[src/rtl/madder_stream.sv]
// madder_stream: streaming LANES-wide signed matrix adder/subtractor with optional
// saturation, row/matrix framing flags and a sticky per-matrix overflow flag.
module madder_stream #(
    parameter int ADDER_NUM    = 128,
    parameter int DIMENTION    = 768,
    parameter int LANES        = 64,
    parameter int WIDTH_ADDEND = 8,
    parameter int WIDTH_SUM    = 8
) (
    input  logic                            clk,
    input  logic                            rst_n,
    input  logic                            clr,
    input  logic                            op_sub,
    input  logic                            sat_en,
    input  logic                            in_valid,
    output logic                            in_ready,
    input  logic [LANES*WIDTH_ADDEND-1:0]   addend1,
    input  logic [LANES*WIDTH_ADDEND-1:0]   addend2,
    output logic                            out_valid,
    input  logic                            out_ready,
    output logic [LANES*WIDTH_SUM-1:0]      sum,
    output logic                            out_last_row,
    output logic                            out_last_mat,
    output logic                            ovf
);

    localparam int BEATS = DIMENTION / LANES;
    localparam int BW    = (BEATS > 1) ? $clog2(BEATS) : 1;
    localparam int RW    = (ADDER_NUM > 1) ? $clog2(ADDER_NUM) : 1;
    // Wide enough to hold a +/- b exactly and to compare against the result range.
    localparam int EW    = WIDTH_ADDEND + WIDTH_SUM + 2;

    localparam logic [BW-1:0] LAST_BEAT = BW'(BEATS - 1);
    localparam logic [RW-1:0] LAST_ROW  = RW'(ADDER_NUM - 1);
    localparam logic signed [EW-1:0] SMAX = {{(EW-WIDTH_SUM+1){1'b0}}, {(WIDTH_SUM-1){1'b1}}};
    localparam logic signed [EW-1:0] SMIN = {{(EW-WIDTH_SUM+1){1'b1}}, {(WIDTH_SUM-1){1'b0}}};

    logic [BW-1:0]                beat_cnt;
    logic [RW-1:0]                row_cnt;
    logic                         mode_sub;
    logic                         mode_sat;
    logic                         accept;
    logic                         first_beat;
    logic                         eff_sub;
    logic                         eff_sat;
    logic                         last_row_now;
    logic                         last_mat_now;
    logic [LANES-1:0]             lane_evt;
    logic [LANES*WIDTH_SUM-1:0]   nxt_sum;

    assign in_ready     = rst_n & ~clr & (~out_valid | out_ready);
    assign accept       = in_valid & in_ready;
    assign first_beat   = (beat_cnt == '0) && (row_cnt == '0);
    assign last_row_now = (beat_cnt == LAST_BEAT);
    assign last_mat_now = last_row_now && (row_cnt == LAST_ROW);

    // The first beat of a matrix already runs in the mode being latched with it.
    assign eff_sub = first_beat ? op_sub : mode_sub;
    assign eff_sat = first_beat ? sat_en : mode_sat;

    always_comb begin
        logic signed [EW-1:0] a_ext;
        logic signed [EW-1:0] b_ext;
        logic signed [EW-1:0] r_ext;
        a_ext    = '0;
        b_ext    = '0;
        r_ext    = '0;
        lane_evt = '0;
        nxt_sum  = '0;
        for (int k = 0; k < LANES; k++) begin
            a_ext = EW'($signed(addend1[k*WIDTH_ADDEND +: WIDTH_ADDEND]));
            b_ext = EW'($signed(addend2[k*WIDTH_ADDEND +: WIDTH_ADDEND]));
            r_ext = eff_sub ? (a_ext - b_ext) : (a_ext + b_ext);
            lane_evt[k] = (r_ext > SMAX) || (r_ext < SMIN);
            if (eff_sat && (r_ext > SMAX)) begin
                nxt_sum[k*WIDTH_SUM +: WIDTH_SUM] = SMAX[WIDTH_SUM-1:0];
            end else if (eff_sat && (r_ext < SMIN)) begin
                nxt_sum[k*WIDTH_SUM +: WIDTH_SUM] = SMIN[WIDTH_SUM-1:0];
            end else begin
                nxt_sum[k*WIDTH_SUM +: WIDTH_SUM] = r_ext[WIDTH_SUM-1:0];
            end
        end
    end

    // Output register, framing counters, mode register and sticky overflow.
    always_ff @(posedge clk) begin
        if (!rst_n) begin
            beat_cnt     <= '0;
            row_cnt      <= '0;
            mode_sub     <= 1'b0;
            mode_sat     <= 1'b0;
            out_valid    <= 1'b0;
            sum          <= '0;
            out_last_row <= 1'b0;
            out_last_mat <= 1'b0;
            ovf          <= 1'b0;
        end else if (clr) begin
            beat_cnt  <= '0;
            row_cnt   <= '0;
            ovf       <= 1'b0;
            out_valid <= 1'b0;
        end else if (accept) begin
            out_valid    <= 1'b1;
            sum          <= nxt_sum;
            out_last_row <= last_row_now;
            out_last_mat <= last_mat_now;
            ovf          <= (first_beat ? 1'b0 : ovf) | (|lane_evt);
            if (first_beat) begin
                mode_sub <= op_sub;
                mode_sat <= sat_en;
            end
            if (last_row_now) begin
                beat_cnt <= '0;
                row_cnt  <= last_mat_now ? '0 : row_cnt + 1'b1;
            end else begin
                beat_cnt <= beat_cnt + 1'b1;
            end
        end else if (out_ready) begin
            out_valid <= 1'b0;
        end
    end

endmodule

[config.mk]
export PLATFORM = sky130hd
export DESIGN_NAME = madder_stream
export DESIGN_NICKNAME = d
export VERILOG_FILES = /design/src/rtl/madder_stream.sv
export SDC_FILE = /design/constraint.sdc
export NUM_CORES = 2
export LEC_CHECK = 0
export ABC_AREA = 1
export BUFFER_PORTS_ARGS = -buffer_cell sky130_fd_sc_hd__buf_2
export CAP_MARGIN = 15
export CORE_AREA = 10 10 601 603
export CTS_CLUSTER_SIZE = 8
export DETAILED_ROUTE_END_ITERATION = 10
export DIE_AREA = 0 0 611 613
export PLACE_DENSITY = 0.38
export SYNTH_ARGS = -nofsm -noshare
export SYNTH_HDL_FRONTEND = slang
export SYNTH_SLANG_ARGS = --single-unit
[constraint.sdc]
create_clock -name clk -period 4.3 [get_ports clk]
set_clock_uncertainty 0.15 [all_clocks]
set_input_delay 0.215 -clock clk [delete_from_list [all_inputs] [get_ports clk]]
set_output_delay 0.215 -clock clk [all_outputs]
set_load 0.03 [all_outputs]
After elaboration in Yosys (flattened, before gate mapping)
Index checks and enable logic that the tools add are counted.
{"block": "totals", "reg_bits": 529, "wordCells": 677}
{"block": "classes", "bitwise": 8, "n_reduce_logical": 201, "order_cmp": 128, "n_eq_ne": 2, "addsub": 130, "muxes": 199}
{"operator": "greater-than comparator 18 x 8 -> 1 bit, second input constant", "n": 64}
{"operator": "< comparator 18 x 8 -> 1 bit, second input constant", "n": 64}
{"operator": "2-to-1 mux 18 bit", "n": 64}
{"operator": "2-to-1 mux 8 bit", "n": 128}
{"operator": "adder 8 x 8 -> 9 bit", "n": 64}
{"operator": "subtractor 8 x 8 -> 9 bit", "n": 64}
{"operator": "logical AND 1 bit", "n": 130}
{"operator": "logical OR 1 bit", "n": 64}
{"operator": "OR reduction 64 bit", "n": 1}
{"operator": "adder 7 x 1 -> 7 bit, second input constant", "n": 1}
{"operator": "== test 7 bit, second input constant", "n": 1}
{"operator": "logical NOT 7 bit", "n": 1}
{"operator": "2-to-1 mux 7 bit", "n": 1}
{"operator": "2-to-1 mux 1 bit", "n": 5}
{"operator": "adder 4 x 1 -> 4 bit, second input constant", "n": 1}
{"operator": "== test 4 bit, second input constant", "n": 1}
{"operator": "logical NOT 4 bit", "n": 1}
{"operator": "2-to-1 mux 4 bit", "n": 1}
{"operator": "AND reduction 2 bit", "n": 2}
{"operator": "AND 1 bit", "n": 3}
{"operator": "NOT 1 bit", "n": 3}
{"operator": "OR 1 bit", "n": 2}
{"operator": "nonzero test 2 bit", "n": 1}
{"operator": "OR reduction 2 bit", "n": 1}

Logic depth before layout (Yosys ltp)
{"block": "logic_depth", "ltp_word": 8, "depth_mapped": 30}

Worst setup path after synthesis
Ideal clock, no wire load.
{"block": "synth_path", "path_type": "register -> register", "from": "register row_cnt[0]", "to": "register ovf", "arrival_ps": 3759, "required_time_ps": 4030, "path_stages_with_launch": 30, "synth_period_minus_slack_ps": 4029, "n_path_buf": 4, "path_slack_ps": 271, "path_cell_list": "dfxtp_1 inv_1 ha_1 nand3_2 inv_1 nand3_2 nand2_2 buf_2 buf_2 clkbuf_1 clkbuf_1 nor2_1 xor2_1 ha_1 nand2_1 o21ai_0 nand4_1 nand3_1 xor2_1 inv_1 nand2_1 nand2_1 nor2_1 nand2_1 nor2_1 nand2_1 nor2_1 nand2_1 nand2_1 a21oi_1"}
{"block": "synth_via", "elab_chain_len": 8, "word_cells_on_any_way": 262}
{"element": "start: declaration", "line": "39", "source": "logic [RW-1:0] row_cnt;"}
{"element": "start signal: assignment", "line": "114", "source": "row_cnt <= last_mat_now ? '0 : row_cnt + 1'b1;"}
{"element": "logical NOT 7 bit *", "line": "53", "source": "assign first_beat = (beat_cnt == '0) && (row_cnt == '0);"}
{"element": "logical AND 1 bit *", "line": "53"}
{"element": "2-to-1 mux 1 bit"}
{"element": "2-to-1 mux 18 bit", "line": "73", "source": "r_ext = eff_sub ? (a_ext - b_ext) : (a_ext + b_ext);"}
{"element": "greater-than comparator 18 x 8 -> 1 bit / < comparator 18 x 8 -> 1 bit (equally long branches)", "line": "74", "source": "lane_evt[k] = (r_ext > SMAX) || (r_ext < SMIN);"}
{"element": "logical OR 1 bit", "line": "74"}
{"element": "OR reduction 64 bit", "line": "107", "source": "ovf <= (first_beat ? 1'b0 : ovf) | (|lane_evt);"}
{"element": "OR 1 bit *", "line": "107"}
{"element": "end signal: assignment", "line": "107"}
{"element": "end: declaration", "line": "24", "source": "output logic ovf"}
Every way passes the cells marked *; elsewhere a longest branch is shown, timed or not.
A chain may end at the register's enable or synchronous reset.

Worst setup path after layout
{"block": "layout_path", "from": "register beat_cnt[0]", "to": "register ovf"}
{"block": "layout_via", "elab_chain_len": 8, "word_cells_on_any_way": 262}
{"element": "start: declaration", "line": "38", "source": "logic [BW-1:0] beat_cnt;"}
{"element": "start signal: assignment", "line": "116", "source": "beat_cnt <= beat_cnt + 1'b1;"}
{"element": "logical NOT 4 bit *", "line": "53"}
{"element": "logical AND 1 bit *", "line": "53"}
{"element": "2-to-1 mux 1 bit"}
{"element": "2-to-1 mux 18 bit", "line": "73"}
{"element": "greater-than comparator 18 x 8 -> 1 bit / < comparator 18 x 8 -> 1 bit (equally long branches)", "line": "74"}
{"element": "logical OR 1 bit", "line": "74"}
{"element": "OR reduction 64 bit", "line": "107"}
{"element": "OR 1 bit *", "line": "107"}
Marked as above.

==> results.py <==
metrics = {
    "power": {
        "powerDensity_mw_per_mm2": 334.3,
        "vdd_ir_drop_max_uv": 298.4,
        "power.leakage_uw": 0.04723,
        "power_uw": 30260,
    },
    "global_route": {
        "antenna_found_initial": 168,
        "grt_pass1_wl_um": 505900,
        "grt_pass1_vias": 69690,
        "overflow": 0,
        "grt_max_degree": 155,
        "track_usage": 0.1833,
    },
    "floorplan": {
        "fp.dieW_um": 611,
        "dieArea_sq_mm": 0.3745,
        "num_rows": 217,
        "initial_core_util": 0.1591,
        "ios": 1548,
        "die_h_um": 613,
        "fp.coreArea_sq_mm": 0.3486,
    },
    "placement": {
        "place_ws_ps": -896.3,
        "dp_hpwl_um": 304800,
        "gp_congestion": 0.9022,
        "port_buffers": 1547,
    },
    "synthesis": {
        "synth_warnings": 0,
        "synthCells": 8616,
        "yosysMostFrequentCell": "nand2_1",
        "synth_area_sq_mm": 0.05545,
        "ys_seq_area_frac": 0.1910,
        "synth_nets": 10290,
        "synth-seq-cells": 529,
        "yosysTopAreaCellShare": 0.1910,
        "synth_common_cells": "1815 x nand2_1, 1117 x inv_1, 950 x a21oi_1, 716 x o21ai_0, 674 x nand3_1",
        "synth-edff-count": 0,
        "synthTopCellsByArea": "dfxtp_1 19%, ha_1 13%, nand2_1 12%",
        "synth_top_area_cell": "dfxtp_1",
        "synthArstFlopShare": 0,
        "synth_area_per_cell_sq_um": 6.436,
        "synth.distinct_cells": 40,
        "synth_ff_type": "dfxtp_1",
    },
    "detailed_routing": {
        "drtIter0Drc": 3687,
        "post_drt_wl_per_cell_um": 21.59,
        "vias_per_cell": 4.183,
        "wirelength_um": 364200,
        "first_pass_iters": 6,
        "drc": 0,
        "vias": 70570,
        "ant_nets": 0,
    },
    "cts": {
        "cts.sinks": 529,
        "clk_latency_ps": 800,
        "clk_path_buf_depth": 4,
        "clkTransAtPathRegs_ps": 50,
        "cts_tree": "built",
        "cts_root_buf": "clkbuf_16",
        "h-tree-depth": 3,
        "cts_made_buffers": 92,
    },
    "worst_hold_path": {
        "holdPathStages": 8,
        "hp-class": "in2reg",
    },
    "critical_path": {
        "max_stage_delay_ps": 320,
        "crit_path_max_fanout": 14,
        "arrival_ps": 4890,
        "cp-end-kind": "flip-flop",
        "critPathSlowestCell": "dfxtp_2",
        "critPathRequiredTime_ps": 4830,
        "ff2ff_path_depth": 27,
        "start_kind": "flip-flop",
        "crit_type": "reg2reg",
    },
    "timing": {
        "hold_viol": 0,
        "fin_crit_sh": 1.014,
        "tightest_slew_ps": 1030,
        "rsz0062_at_grt": "true",
        "max_freq_ghz": 0.2294,
        "slew_headroom": 0.3130,
        "worst_slack_ps": -59.50,
        "setup_viol": 1,
        "drv_slew": 0,
        "fin_crit_ps": 4360,
    },
    "layout": {
        "drive_gt1_frac": 0.2671,
        "postLayoutCoreUtil": 0.2596,
        "num-nets-final": 13820,
        "area_growth_pct": 63.23,
    },
    "run": {
        "cap_viol_max_count": 0,
    },
    "outcome": {
        "status": "complete, but fails checks",
        "violations": "setup timing",
    },
}
## worst paths after layout
check | slack (ps) | startpoint | end
hold / removal | 20 | addend1[7] | sum[3]
setup / recovery | -60 | beat_cnt[0] | ovf
setup reg to reg | -60 | beat_cnt[0] | ovf
hold reg to reg | 310 | sum[95] | sum[95]
## routing by layer
layer | vias up | wire (um) | global-route usage
met4 | 64 | 17730 | 0.07565
met1 | 32300 | 148700 | 0.2124
met2 | 1643 | 175100 | 0.3208
met3 | 606 | 22210 | 0.04625
met5 | - | 405 | 0
li1 | 35950 | - | -
## worst max-delay path: cells and delay by family (launching register included)
family / cells / cell delay (ps)
flip-flops: 1 / 320
AO/OA/AOI/OAI: 6 / 920
AND/OR/NAND/NOR: 11 / 1140
adder cells (fa/ha/maj): 2 / 440
buffers and inverters: 6 / 840
XOR/XNOR: 2 / 390
## cells by family (layout without fill, tap and decap cells)
| logic type | after synthesis | in the layout | share of synthesized area |
|---|---|---|---|
| AOI/OAI and AO/OA | 2011 | 2011 | 0.1967 |
| xor gates and xnor gates | 638 | 638 | 0.1008 |
| adders and majority gates | 644 | 644 | 0.1540 |
| buffers and inverters | 1334 | 4908 | 0.09188 |
| DFF | 529 | 529 | 0.1910 |
| other | 0 | 82 | 0 |
| and+or+nand+nor | 3460 | 3460 | 0.2657 |
## final cells by class
cell class | instances | area, sq um
Tap cell | 4599 | 5754
Sequential cell | 529 | 10590
Multi-Input combinational cell | 6753 | 40510
Antenna cell | 82 | 205.2
Clock buffer | 124 | 2542
Fill cell | 39480 | 258100
Inverter | 1120 | 4217
Timing Repair Buffer | 3644 | 26380
Clock inverter | 20 | 319.1
## sequential cells by signal, summed over array words and instances, names as in the netlist
signal / flops
out_last_mat: 1
mode_sub: 1
out_last_row: 1
beat_cnt: 4
ovf: 1
row_cnt: 7
sum: 512
out_valid: 1
mode_sat: 1
## power by group
part | internal, uW | switching (uW)
Combinational | 8030 | 9260
Sequential | 5200 | 208
Clock | 4450 | 3110
Total | 17700 | 12600
## per-stage QoR
step	instance area, sq um	instances	setup TNS [ps]	hold WS, ps
floorplan	55450	8616	0	185.7
global placement	77680	15760	-870.3	302.2
detailed placement	77680	15760	-896.3	306.7
finish	90520	16870	-59.50	18.16
global route	90440	16840	-1229	56.92
CTS	89400	16740	-116.3	0.09237
## timing repair
action	CTS	global route
hold endpoints to repair	483	0
pin swaps	28	81
cloned	7	3
resized for setup	132	190
hold buffers	811	0
setup buffers	20	51
endpoints found under the setup margin	1	82
## placed cells by master, fill, tap and decap left out, drive strengths merged, types with 2 or more instances in the layout
cell type / Yosys / routed
dfxtp: 529 / 529
diode: 0 / 82
o21a: 10 / 10
nor2: 575 / 575
dlygate4sd3: 0 / 802
bufbuf: 0 / 4
nand4: 98 / 98
a21o: 38 / 38
or2: 84 / 84
a31oi: 67 / 67
o221ai: 2 / 2
o31ai: 128 / 128
a21oi: 988 / 988
nand3: 677 / 677
inv: 1120 / 1121
a22oi: 38 / 38
nor3: 143 / 143
bufinv: 0 / 6
o21ai: 716 / 716
xnor2: 176 / 176
nand2: 1818 / 1818
clkbuf: 147 / 127
clkinv: 0 / 12
nor4: 2 / 2
o211ai: 17 / 17
nor3b: 6 / 6
fa: 64 / 64
nand3b: 56 / 56
buf: 67 / 2832
ha: 580 / 580
dlymetal6s4s: 0 / 3
xor2: 462 / 462
a211oi: 3 / 3
No activity file was read; power rests on OpenSTA's default activity.
